**src/rtl/seg_scan_n.sv**
```systemverilog
// Time-multiplexed common-anode seven-segment scanner with per-digit enable,
// leading-zero blanking, PWM brightness and frame-coherent input capture.
module seg_scan_n #(
  parameter int unsigned DIGITS      = 4,
  parameter int unsigned DIV_BITS    = 16,
  parameter int unsigned BRIGHT_BITS = 4
) (
  input  logic                     clk,
  input  logic                     clr,
  input  logic [4*DIGITS-1:0]      x,
  input  logic [DIGITS-1:0]        dp_in,
  input  logic [DIGITS-1:0]        aen,
  input  logic                     blank_lz,
  input  logic [BRIGHT_BITS-1:0]   bright,
  output logic [6:0]               a_to_g,
  output logic                     dp,
  output logic [DIGITS-1:0]        an,
  output logic                     frame
);

  localparam int unsigned IdxW = (DIGITS > 1) ? $clog2(DIGITS) : 1;

  logic [DIV_BITS-1:0] cnt_q, cnt_d;
  logic [IdxW-1:0]     idx_q, idx_d;

  logic [4*DIGITS-1:0] x_q;
  logic [DIGITS-1:0]   dp_in_q;
  logic [DIGITS-1:0]   aen_q;
  logic                blank_lz_q;

  logic [6:0]          a_to_g_d;
  logic                dp_d;
  logic [DIGITS-1:0]   an_d;
  logic                frame_d;

  logic                wrap;
  logic                last;
  logic                load;

  logic [DIGITS-1:0]   zero_from;
  logic                zero_acc;
  logic [3:0]          nib_sel;
  logic                aen_sel;
  logic                dp_sel;
  logic                zero_sel;
  logic                blanked;
  logic                pwm_on;
  logic                lit;

  function automatic logic [6:0] seg_enc(input logic [3:0] n);
    logic [6:0] s;
    unique case (n)
      4'h0: s = 7'h01;
      4'h1: s = 7'h4F;
      4'h2: s = 7'h12;
      4'h3: s = 7'h06;
      4'h4: s = 7'h4C;
      4'h5: s = 7'h24;
      4'h6: s = 7'h20;
      4'h7: s = 7'h0F;
      4'h8: s = 7'h00;
      4'h9: s = 7'h04;
      4'hA: s = 7'h08;
      4'hB: s = 7'h60;
      4'hC: s = 7'h31;
      4'hD: s = 7'h42;
      4'hE: s = 7'h30;
      4'hF: s = 7'h38;
    endcase
    return s;
  endfunction

  assign wrap = &cnt_q;
  assign last = (idx_q == IdxW'(DIGITS - 1));
  assign load = wrap && last;

  always_comb begin
    cnt_d = cnt_q + 1'b1;
    idx_d = idx_q;
    if (wrap) begin
      idx_d = last ? '0 : idx_q + 1'b1;
    end
  end

  // zero_from[i] is set when nibbles i..DIGITS-1 are all zero.
  always_comb begin
    zero_from = '0;
    zero_acc  = 1'b1;
    for (int i = DIGITS - 1; i >= 0; i--) begin
      zero_acc     = zero_acc & (x_q[4*i +: 4] == 4'h0);
      zero_from[i] = zero_acc;
    end
  end

  always_comb begin
    nib_sel  = 4'h0;
    aen_sel  = 1'b0;
    dp_sel   = 1'b0;
    zero_sel = 1'b0;
    for (int i = 0; i < DIGITS; i++) begin
      if (idx_q == IdxW'(i)) begin
        nib_sel  = x_q[4*i +: 4];
        aen_sel  = aen_q[i];
        dp_sel   = dp_in_q[i];
        zero_sel = zero_from[i];
      end
    end
  end

  assign blanked = blank_lz_q && (idx_q != '0) && zero_sel;
  assign pwm_on  = (cnt_q[DIV_BITS-1 -: BRIGHT_BITS] < bright);
  assign lit     = aen_sel && !blanked && pwm_on;

  always_comb begin
    an_d     = '1;
    a_to_g_d = 7'h7F;
    dp_d     = 1'b1;
    if (lit) begin
      an_d     = ~(DIGITS'(1) << idx_q);
      a_to_g_d = seg_enc(nib_sel);
      dp_d     = ~dp_sel;
    end
    frame_d = (cnt_q == '0) && (idx_q == '0);
  end

  always_ff @(posedge clk) begin
    if (clr) begin
      cnt_q      <= '0;
      idx_q      <= '0;
      x_q        <= x;
      dp_in_q    <= dp_in;
      aen_q      <= aen;
      blank_lz_q <= blank_lz;
      an         <= '1;
      a_to_g     <= 7'h7F;
      dp         <= 1'b1;
      frame      <= 1'b0;
    end else begin
      cnt_q  <= cnt_d;
      idx_q  <= idx_d;
      // Shadows only change at a frame boundary so a frame never mixes old and new data.
      if (load) begin
        x_q        <= x;
        dp_in_q    <= dp_in;
        aen_q      <= aen;
        blank_lz_q <= blank_lz;
      end
      an     <= an_d;
      a_to_g <= a_to_g_d;
      dp     <= dp_d;
      frame  <= frame_d;
    end
  end

endmodule

```
**config.mk**
```make
export PLATFORM = sky130hd
export DESIGN_NAME = seg_scan_n
export DESIGN_NICKNAME = d
export VERILOG_FILES = /design/src/rtl/seg_scan_n.sv
export SDC_FILE = /design/constraint.sdc
export NUM_CORES = 1
export LEC_CHECK = 0
export ABC_CLOCK_PERIOD_IN_PS = 3900
export CAP_MARGIN = 20
export CELL_PAD_IN_SITES_DETAIL_PLACEMENT = 0
export CELL_PAD_IN_SITES_GLOBAL_PLACEMENT = 1
export CORE_ASPECT_RATIO = 0.5
export CORE_UTILIZATION = 45
export CTS_CLUSTER_DIAMETER = 30
export DETAILED_ROUTE_END_ITERATION = 8
export DONT_BUFFER_PORTS = 1
export PLACE_DENSITY_LB_ADDON = 0.15
export SLEW_MARGIN = 10
export SYNTH_ARGS = -nofsm -noshare
export SYNTH_HDL_FRONTEND = slang
export SYNTH_SLANG_ARGS = --single-unit
export TNS_END_PERCENT = 5
```
**constraint.sdc**
```tcl
create_clock -name clk -period 3.9 [get_ports clk]
set_clock_uncertainty 0.1 [all_clocks]
set_input_delay 0.585 -clock clk [delete_from_list [all_inputs] [get_ports clk]]
set_output_delay 0.585 -clock clk [all_outputs]
set_load 0.01 [all_outputs]
```
==> flow_summary_export.csv, run 1 <==
group,metric,value,unit
cells_and_area,drive_gt1_share,5.86,%
cells_and_area,seqCellArea,1370,sq um
setup_path,cp.arrival,2.79,ns
cells_and_area,final_cells,309,
synthesis,synthAdderAreaFrac,7.37,%
synthesis,synth_top_area_share,29.5,%
setup_path,reg2reg_from,"idx_q[0]",
synthesis,ys_seq_area_share,53.8,%
clocking,hold_buffers,0,
timing,relSlewSlack,37.4,%
floorplanning,core,5180,sq um
route,drc,0,
timing,worst_pin_slew,0.939,ns
setup_path,crit_cells,9,
synthesis,synth_top_family_by_area,"simple AND/OR/NAND/NOR gates",
floorplanning,rows,18,
route,wl_met1,2.27,mm
setup_path,slowest_delay,0.41,ns
synthesis,syn_inst,236,
clocking,numCtsBuffers,5,
cells_and_area,area_delta_synth_final,8.06,%
grt,grt_pass1_wl,8.22,mm
timing,drv_slew,0,
timing,finalHoldViolations,0,
clocking,clock_sinks,56,
route,dr_total_vias,1738,
setup_path,cpMostUsedCell,"ha_1",
route,ant_nets,0,
cells_and_area,n_fill_cell,467,
placed_design,hpwlAfterDp,3.59,mm
setup_path,crit_start,"idx_q[0]",
floorplanning,die_h,55.2,um
timing,rsz0062_at_grt,"no",
synthesis,synth_xor_area_share,3.44,%
synthesis,ys_async_sr_fraction,0,%
timing,post-route-min-period,2.72,ns
cells_and_area,nNetsFinal,284,
timing,setup_viol,0,
power_and_ir_drop,p_leak,0.000995,uW
placed_design,gp_congestion,0.921,
setup_path,path_cells,"ha_1 > and2b_1 > a221o_1 > a22oi_2 > inv_1 > ha_1 > a21boi_0 > o21ai_0 > o211ai_1",
worst_hold_path,holdCritPathClass,"in2reg",
setup_path,endpoint_kind,"flip-flop",
synthesis,synthSimpleGateAreaFrac,17.1,%
synthesis,synth_warnings,0,
route,wire_per_inst,15.8,um
floorplanning,die_area,5980,sq um
placed_design,port_buffers,0,
placed_design,place_inst,301,
route,top_layer,"met4",
grt,antenna_found_initial,0,
clocking,cts_tree,"built",
synthesis,synthTopCellsByCount,"dfxtp_1, edfxtp_1, nor2_1, inv_1, ha_1",
synthesis,synth_ff_type,"dfxtp_1",
synthesis,synth-compound-area-share,13.5,%
grt,track_usage,17.9,%
timing,max_freq,367,MHz
route,dr_wl_met3,165,um
route,firstDrtPassIters,4,
cells_and_area,insertedDiodeCount,0,
cells_and_area,multi_input_area,1080,sq um
setup_path,worst_setup_path_endpoint,"a_to_g[1]",
setup_path,path_delay_family,"compound AO/OA/AOI/OAI gates",
synthesis,synth.most_common_cell,"dfxtp_1",
setup_path,crit_path_top_delay_cell,"dfxtp_1",
setup_path,startpoint_type,"flip-flop",
synthesis,synthTopCellsByArea,"edfxtp_1, dfxtp_1, ha_1",
synthesis,ys_ff_latch,56,
grt,overflow,0,
setup_path,reg2reg_to,"a_to_g[1]",
setup_path,critPathMaxFanout,12,
clocking,path_clk_slew,0.06,ns
setup_path,r2r_cells,9,
grt,grt_pass1_vias,1728,
job,cap_viol_max_count,0,
floorplanning,die_width,108,um
timing,fin_crit_sh,69.8,%
timing,timing.hold.ws,0.256,ns
power_and_ir_drop,total_power,1180,uW
synthesis,synthMuxAreaShare,0.786,%
route,avgViaCountPerCell,5.62,
grt,grt_max_degree,26,
setup_path,critPathRequiredTime,3.97,ns
clocking,postCtsSetupRepairBufs,0,
clocking,clk_path_buf_depth,2,
timing,tns,0,ns
clocking,clock_latency,0.29,ns
clocking,h-tree-depth,2,
route,wl,4.88,mm
floorplanning,start_util,49.2,%
synthesis,syn-cell-area,2550,sq um
power_and_ir_drop,power_density,429,nW/um^2
synthesis,yosys.area.top_type,"edfxtp_1",
synthesis,synth_nets,282,
setup_path,path_buf_inv,1,
synthesis,synth_edf_count,25,
setup_path,reg2reg_slack,1.18,ns
synthesis,synth_area_per_cell,10.8,sq um
clocking,cts-root-buf,"clkbuf_16",
setup_path,crit_type,"reg2reg",
route,drt_iter0_drc,79,
run_status,status,"finished clean",
power_and_ir_drop,ir_drop,0.000203,V
route,met2_length,2.39,mm
clocking,post_cts_resized,0,
floorplanning,io_pins,44,
synthesis,ys_types,48,
## worst min path at each step
| stage | end | depth (start not counted) | slack, ns | startpoint |
|---|---|---|---|---|
| after global placement | frame | 1 | 0.40 | cnt_q[10] |
| after detailed placement | cnt_q[0] | 1 | 0.40 | cnt_q[0] |
| final | cnt_q[9] | 1 | 0.26 | clr |
| after CTS | cnt_q[0] | 1 | 0.25 | clr |
| after floorplan | frame | 1 | 0.35 | cnt_q[10] |
| after global routing | cnt_q[0] | 1 | 0.24 | clr |
## cells in the final DEF (no fill, tap or decap), drive strengths merged, types with 2 or more instances in the layout
master	n
a211oi	5
a21oi	11
a221o	3
a221oi	3
and3	4
and4	2
clkbuf	8
dfxtp	31
edfxtp	25
ha	15
inv	17
mux2i	2
nand2	14
nand2b	4
nand3	9
nand3b	2
nand4	4
nor2	19
nor2b	2
nor3	6
nor4	7
o211ai	2
o21a	2
o21ai	12
o221ai	3
o311ai	2
o31ai	2
or3	4
xnor2	2
xor2	8
## worst register-to-register path, delay by kind of cell (launching register included)
| family | cells | cell delay, ns |
|---|---|---|
| compound gates | 5 | 1.03 |
| fa+ha+maj | 2 | 0.63 |
| buf+inv | 1 | 0.15 |
| flops | 1 | 0.41 |
| simple gates | 1 | 0.28 |
## power by group
group / switching (uW) / total [uW] / internal [uW]
combinational: 41.5 / 67.5 / 25.9
sequential: 21.1 / 669 / 648
clock: 189 / 445 / 256
## layout make-up
| class | instances | share of cell area, % |
|---|---|---|
| well taps | 70 | 3.18 |
| repair buffers | 1 | 0.273 |
| clock buffers | 8 | 5.32 |
| flip-flops and latches | 56 | 49.8 |
| inverters | 17 | 2.32 |
| multi-input cells | 157 | 39.1 |
## sequential cells by signal (all words and copies together) (netlist names)
name,count
dp_in_q,4
an,4
a_to_g,7
aen_q,4
cnt_q,16
dp,1
frame,1
x_q,16
idx_q,2
blank_lz_q,1
## per-stage QoR
step | utilization [%] | instance area (sq um) | worst slack (ns)
after floorplan | - | 2550 | 1.57
after global placement | 50.3 | 2610 | 1.27
after detailed placement | 50.3 | 2610 | 1.20
after CTS | 53.1 | 2750 | 1.18
after global routing | 53.1 | 2750 | 0.990
final | 53.1 | 2750 | 1.18
## logic make-up after synthesis
group	after synthesis
buffers and inverters	23
AND/OR/NAND/NOR	81
XOR/XNOR	10
adder cells (fa/ha/maj)	15
flip-flops	56
AO/OA/AOI/OAI	49
multiplexers	2
## layer usage
metal  vias to the layer above  global-route usage, %
met2                        33                   29.4
met5                         -                      0
li1                        867                      -
met4                         0                   5.79
met1                       831                   22.9
met3                         7                   4.72
(Power assumes the default switching activity.)
==> run 2: changes to the inputs <==
--- a/config.mk
+++ b/config.mk
@@ -5,7 +5,7 @@
 export SDC_FILE = /design/constraint.sdc
 export NUM_CORES = 1
 export LEC_CHECK = 0
-export ABC_CLOCK_PERIOD_IN_PS = 3900
+export ABC_CLOCK_PERIOD_IN_PS = 2550
 export CAP_MARGIN = 20
 export CELL_PAD_IN_SITES_DETAIL_PLACEMENT = 0
 export CELL_PAD_IN_SITES_GLOBAL_PLACEMENT = 1
==> constraint.sdc (replaced) <==
create_clock -name clk -period 2.55 [get_ports clk]
set_clock_uncertainty 0.1 [all_clocks]
set_input_delay 0.3825 -clock clk [delete_from_list [all_inputs] [get_ports clk]]
set_output_delay 0.3825 -clock clk [all_outputs]
set_load 0.01 [all_outputs]
==> flow_summary_export.csv, run 2 (synthesis results as in run 1) <==
group,metric,value,unit
clocking,clk_path_buf_depth,2,
run_status,status,"finished clean",
cells_and_area,final_util,55.0,%
floorplanning,rows,18,
route,wl,4.89,mm
placed_design,place_inst,308,
grt,met1_usage,22.6,%
route,drc,0,
placed_design,dp_slack,-0.0987,ns
setup_path,cp.arrival,2.54,ns
clocking,numCtsBuffers,5,
power_and_ir_drop,p_leak,0.00104,uW
grt,grt_pass1_wl,8.31,mm
placed_design,dpl_cell_area,2660,sq um
clocking,hold_buffers,0,
grt,busiest_layer,"met2",
route,wire_per_inst,15.3,um
timing,max_freq,412,MHz
clocking,clock_latency,0.29,ns
setup_path,critPathRequiredTime,2.66,ns
placed_design,hpwlAfterDp,3.59,mm
timing,post-route-min-period,2.43,ns
timing,setup_viol,0,
grt,grtUsageMet2,30.3,%
route,avgViaCountPerCell,5.49,
floorplanning,io_pins,44,
worst_hold_path,holdCritPathClass,"in2reg",
cells_and_area,area_delta_synth_final,11.8,%
grt,antenna_found_initial,0,
cells_and_area,nNetsFinal,294,
floorplanning,die_width,108,um
clocking,cts_tree,"built",
timing,relSlewSlack,56.5,%
job,cap_viol_max_count,0,
cells_and_area,fin_area,2850,sq um
grt,overflow,0,
route,firstDrtPassIters,4,
clocking,h-tree-depth,2,
timing,drv_slew,0,
setup_path,crit_type,"reg2reg",
clocking,cts-root-buf,"clkbuf_16",
floorplanning,die_h,55.2,um
placed_design,port_buffers,0,
floorplanning,die_area,5980,sq um
grt,grt_pass1_vias,1769,
placed_design,gp_congestion,0.872,
setup_path,critPathMaxFanout,5,
power_and_ir_drop,power_density,627,nW/um^2
timing,timing.final.ws_setup,0.125,ns
route,dr_total_vias,1751,
grt,track_usage,18.1,%
cells_and_area,drive_gt1_share,11.6,%
cells_and_area,final_common_cell,"dfxtp_1",
timing,tns,0,ns
cells_and_area,insertedDiodeCount,0,
timing,worst_pin_slew,0.647,ns
grt,grt_max_degree,26,
setup_path,startpoint_type,"flip-flop",
route,drt_iter0_drc,89,
clocking,clock_sinks,56,
cells_and_area,largestRegisters,"cnt_q: 16 flops, x_q: 16 flops, a_to_g: 7 flops",
clocking,path_clk_slew,0.07,ns
setup_path,endpoint_kind,"flip-flop",
route,ant_nets,0,
cells_and_area,final_cells,319,
power_and_ir_drop,ir_drop,0.000321,V
floorplanning,start_util,49.2,%
timing,rsz0062_at_grt,"yes",
cells_and_area,final_cell_mix,"dfxtp_1, edfxtp_1, nor2_1, inv_1",
timing,finalHoldViolations,0,
grt,met3_usage,5.31,%
setup_path,reg2reg_slack,0.12,ns
cells_and_area,n_fill_cell,464,
timing,fin_crit_sh,95.1,%
floorplanning,core,5180,sq um
run 2: worst paths after layout:
kind             from         to  cells past startpoint
max reg2reg  idx_q[0]  a_to_g[1]                     11
max          idx_q[0]  a_to_g[1]                     11
min               clr   idx_q[1]                      1
min reg2reg  cnt_q[0]   cnt_q[0]                      1
run 2: per-stage QoR:
stage          total power (uW)  hold WS [ns]
3_3_place_gp               1150         0.353
6_report                   1790        0.0549
5_1_grt                    1860        0.0420
2_1_floorplan              1120         0.354
4_1_cts                    1800        0.0455
3_5_place_dp               1150         0.354
run 2: worst max-delay path: stages, from the launching register on:
cell and delay (ns):
dfxtp_2 0.39, inv_1 0.08, ha_1 0.20, and2b_1 0.17
a221o_1 0.35, a22oi_2 0.16, buf_4 0.16, ha_1 0.21
inv_1 0.08, nor3_2 0.23, o21ai_1 0.12, o211ai_1 0.12
run 2: power by group:
group	leakage [uW]	switching [uW]	internal (uW)
clock network	0.0000679	289	364
registers	0.000498	32.0	991
logic	0.000478	66.4	45.9
total	0.00104	388	1400
run 2: area by class of cell:
type | count | area (sq um) | area share, %
clock buffers | 7 | 133 | 4.66
clock inverters | 1 | 5.00 | 0.176
inverters | 17 | 63.8 | 2.24
multi-input cells | 157 | 1100 | 38.7
flip-flops and latches | 56 | 1370 | 48.2
well taps | 70 | 87.6 | 3.07
repair buffers | 11 | 82.6 | 2.90
run 2: what timing repair did:
| item | in CTS | in global routing |
|---|---|---|
| gates resized for setup | 3 | 5 |
| setup endpoints to repair | 6 | 5 |
| buffers inserted | 0 | 3 |
| pin swaps | 0 | 1 |
| endpoints found under the hold margin | 0 | 0 |
run 2: per-layer routing:
layer  share of wire (%)  wire (um)
met5                   0          0
met4                 1.1         56
met3                 3.2        157
met2                  48       2370
met1                  47       2310
==> run 3: changes to the inputs <==
--- a/config.mk
+++ b/config.mk
@@ -5,15 +5,17 @@
 export SDC_FILE = /design/constraint.sdc
 export NUM_CORES = 1
 export LEC_CHECK = 0
-export ABC_CLOCK_PERIOD_IN_PS = 2550
+export ABC_CLOCK_PERIOD_IN_PS = 2200
 export CAP_MARGIN = 20
 export CELL_PAD_IN_SITES_DETAIL_PLACEMENT = 0
 export CELL_PAD_IN_SITES_GLOBAL_PLACEMENT = 1
 export CORE_ASPECT_RATIO = 0.5
-export CORE_UTILIZATION = 45
+export CORE_UTILIZATION = 44
 export CTS_CLUSTER_DIAMETER = 30
 export DETAILED_ROUTE_END_ITERATION = 8
 export DONT_BUFFER_PORTS = 1
+export GPL_ROUTABILITY_DRIVEN = 1
+export MAX_ROUTING_LAYER = met4
 export PLACE_DENSITY_LB_ADDON = 0.15
 export SLEW_MARGIN = 10
 export SYNTH_ARGS = -nofsm -noshare
==> constraint.sdc (replaced) <==
create_clock -name clk -period 2.2 [get_ports clk]
set_clock_uncertainty 0.1 [all_clocks]
set_input_delay 0.33 -clock clk [delete_from_list [all_inputs] [get_ports clk]]
set_output_delay 0.33 -clock clk [all_outputs]
set_load 0.01 [all_outputs]
==> flow_summary_export.csv, run 3 (synthesis results as in run 1) <==
group,metric,value,unit
timing,drv_slew,0,
worst_hold_path,hold_depth,1,
grt,antenna_found_initial,0,
timing,timing.hold.ws,0.00870,ns
worst_hold_path,holdCritPathClass,"in2reg",
grt,grt_pass1_wl,8.50,mm
setup_path,reg2reg_slack,-0.04,ns
timing,worst_pin_slew,0.559,ns
cells_and_area,drive_gt1_share,21.8,%
cells_and_area,final_common_cell,"dfxtp_1",
timing,rsz0062_at_grt,"yes",
run_status,violations,"setup timing",
clocking,clock_sinks,56,
setup_path,reg2reg_to,"a_to_g[3]",
clocking,h-tree-depth,2,
floorplanning,start_util,46.0,%
route,wl_met1,2.35,mm
clocking,path_clk_slew,0.07,ns
clocking,clock_latency,0.29,ns
setup_path,endpoint_kind,"flip-flop",
route,firstDrtPassIters,4,
setup_path,r2r_cells,11,
clocking,cts_tree,"built",
run_status,status,"complete, but fails checks",
route,avgViaCountPerCell,5.54,
setup_path,reg2reg_from,"idx_q[0]",
floorplanning,die_h,55.8,um
route,wire_per_inst,15.7,um
timing,finalHoldViolations,0,
floorplanning,die_area,6120,sq um
power_and_ir_drop,ir_drop,0.000475,V
cells_and_area,n_fill_cell,496,
timing,setup_viol,1,
placed_design,dp_slack,-0.105,ns
worst_hold_path,min_from,"clr",
setup_path,critPathMaxFanout,4,
cells_and_area,insertedDiodeCount,0,
grt,overflow,0,
grt,grt_max_degree,17,
route,drc,0,
setup_path,cp.arrival,2.32,ns
clocking,clk_path_buf_depth,2,
timing,fin_crit_sh,102,%
worst_hold_path,whs_endpoint,"cnt_q[8]",
route,ant_nets,0,
cells_and_area,area_delta_synth_final,19.8,%
cells_and_area,nNetsFinal,307,
power_and_ir_drop,power_density,693,nW/um^2
cells_and_area,largestRegisters,"cnt_q: 16 flops, x_q: 16 flops, a_to_g: 7 flops",
job,cap_viol_max_count,0,
floorplanning,rows,19,
floorplanning,io_pins,44,
clocking,cts-root-buf,"clkbuf_16",
grt,track_usage,19.0,%
timing,post-route-min-period,2.24,ns
route,dr_total_vias,1855,
route,met2_length,2.71,mm
route,drt_iter0_drc,76,
timing,timing.final.ws_setup,-0.0434,ns
grt,grt_pass1_vias,1770,
cells_and_area,final_cell_mix,"dfxtp_1, edfxtp_1, buf_4, nor2_1, nand2_1",
placed_design,gp_congestion,0.864,
route,wl,5.26,mm
route,dr_wl_met3,174,um
timing,tns,-0.0434,ns
floorplanning,die_width,110,um
timing,relSlewSlack,62.7,%
placed_design,hpwlAfterDp,3.81,mm
power_and_ir_drop,p_leak,0.00112,uW
placed_design,port_buffers,0,
timing,max_freq,446,MHz
setup_path,startpoint_type,"flip-flop",
route,top_layer,"met4",
setup_path,critPathRequiredTime,2.28,ns
clocking,numCtsBuffers,5,
floorplanning,core,5540,sq um
setup_path,crit_type,"reg2reg",
==> run 3: area by class of cell <==
cell class	count	area [sq um]	area share [%]
tap	73	91.3	2.99
clock buffer	7	133	4.34
timing repair buffer	24	200	6.56
inverter	17	66.3	2.17
sequential	56	1380	45.2
multi-input combinational	157	1180	38.6
clock inverter	1	5.00	0.164
==> run 3: worst max path at each step <==
stage	start	to	depth (start not counted)
2_1_floorplan	idx_q[0]	a_to_g[2]	10
3_3_place_gp	idx_q[0]	a_to_g[2]	10
3_5_place_dp	idx_q[1]	a_to_g[2]	10
4_1_cts	idx_q[1]	a_to_g[3]	11
5_1_grt	idx_q[1]	a_to_g[3]	11
6_report	idx_q[0]	a_to_g[3]	11
==> run 3: per-layer routing <==
metal	vias to the layer above	GRT usage, %
met1	917	23.0
met3	3	5.85
met4	0	4.57
met2	22	31.3
li1	913	-
met5	-	-
==> run 3: stage by stage <==
| stage | cells | cell area, sq um | power (uW) | utilization [%] |
|---|---|---|---|---|
| after CTS | 333 | 3000 | 2130 | 54.1 |
| final | 335 | 3050 | 2120 | 55.1 |
| after global placement | 322 | 2820 | 1350 | 50.8 |
| after detailed placement | 322 | 2820 | 1350 | 50.8 |
| after global routing | 335 | 3050 | 2200 | 55.1 |
| after floorplan | 236 | 2610 | 1300 | - |
==> run 3: critical path, cell delays in order, from the launching register on <==
cell and delay (ns):
dfxtp_4 0.38, inv_2 0.06, ha_4 0.15, and2b_2 0.19
a221o_1 0.31, a22oi_2 0.24, inv_2 0.13, ha_2 0.19
inv_2 0.06, a21oi_1 0.04, a211oi_1 0.21, o21ai_1 0.08
==> run 3: what timing repair did <==
item | in CTS | in global routing
setup endpoints to repair | 6 | 8
resized for setup | 5 | 13
hold buffers | 2 | 1
pin swaps | 3 | 5
endpoints found under the hold margin | 10 | 4
buffers inserted | 1 | 1
==> run 3: power breakdown <==
group / internal, uW / total (uW) / leakage [uW] / switching (uW)
Clock: 422 / 766 / 0.0000679 / 344
Sequential: 1150 / 1180 / 0.000499 / 37.1
Combinational: 75.0 / 168 / 0.000550 / 93.0
Total: 1640 / 2120 / 0.00112 / 474
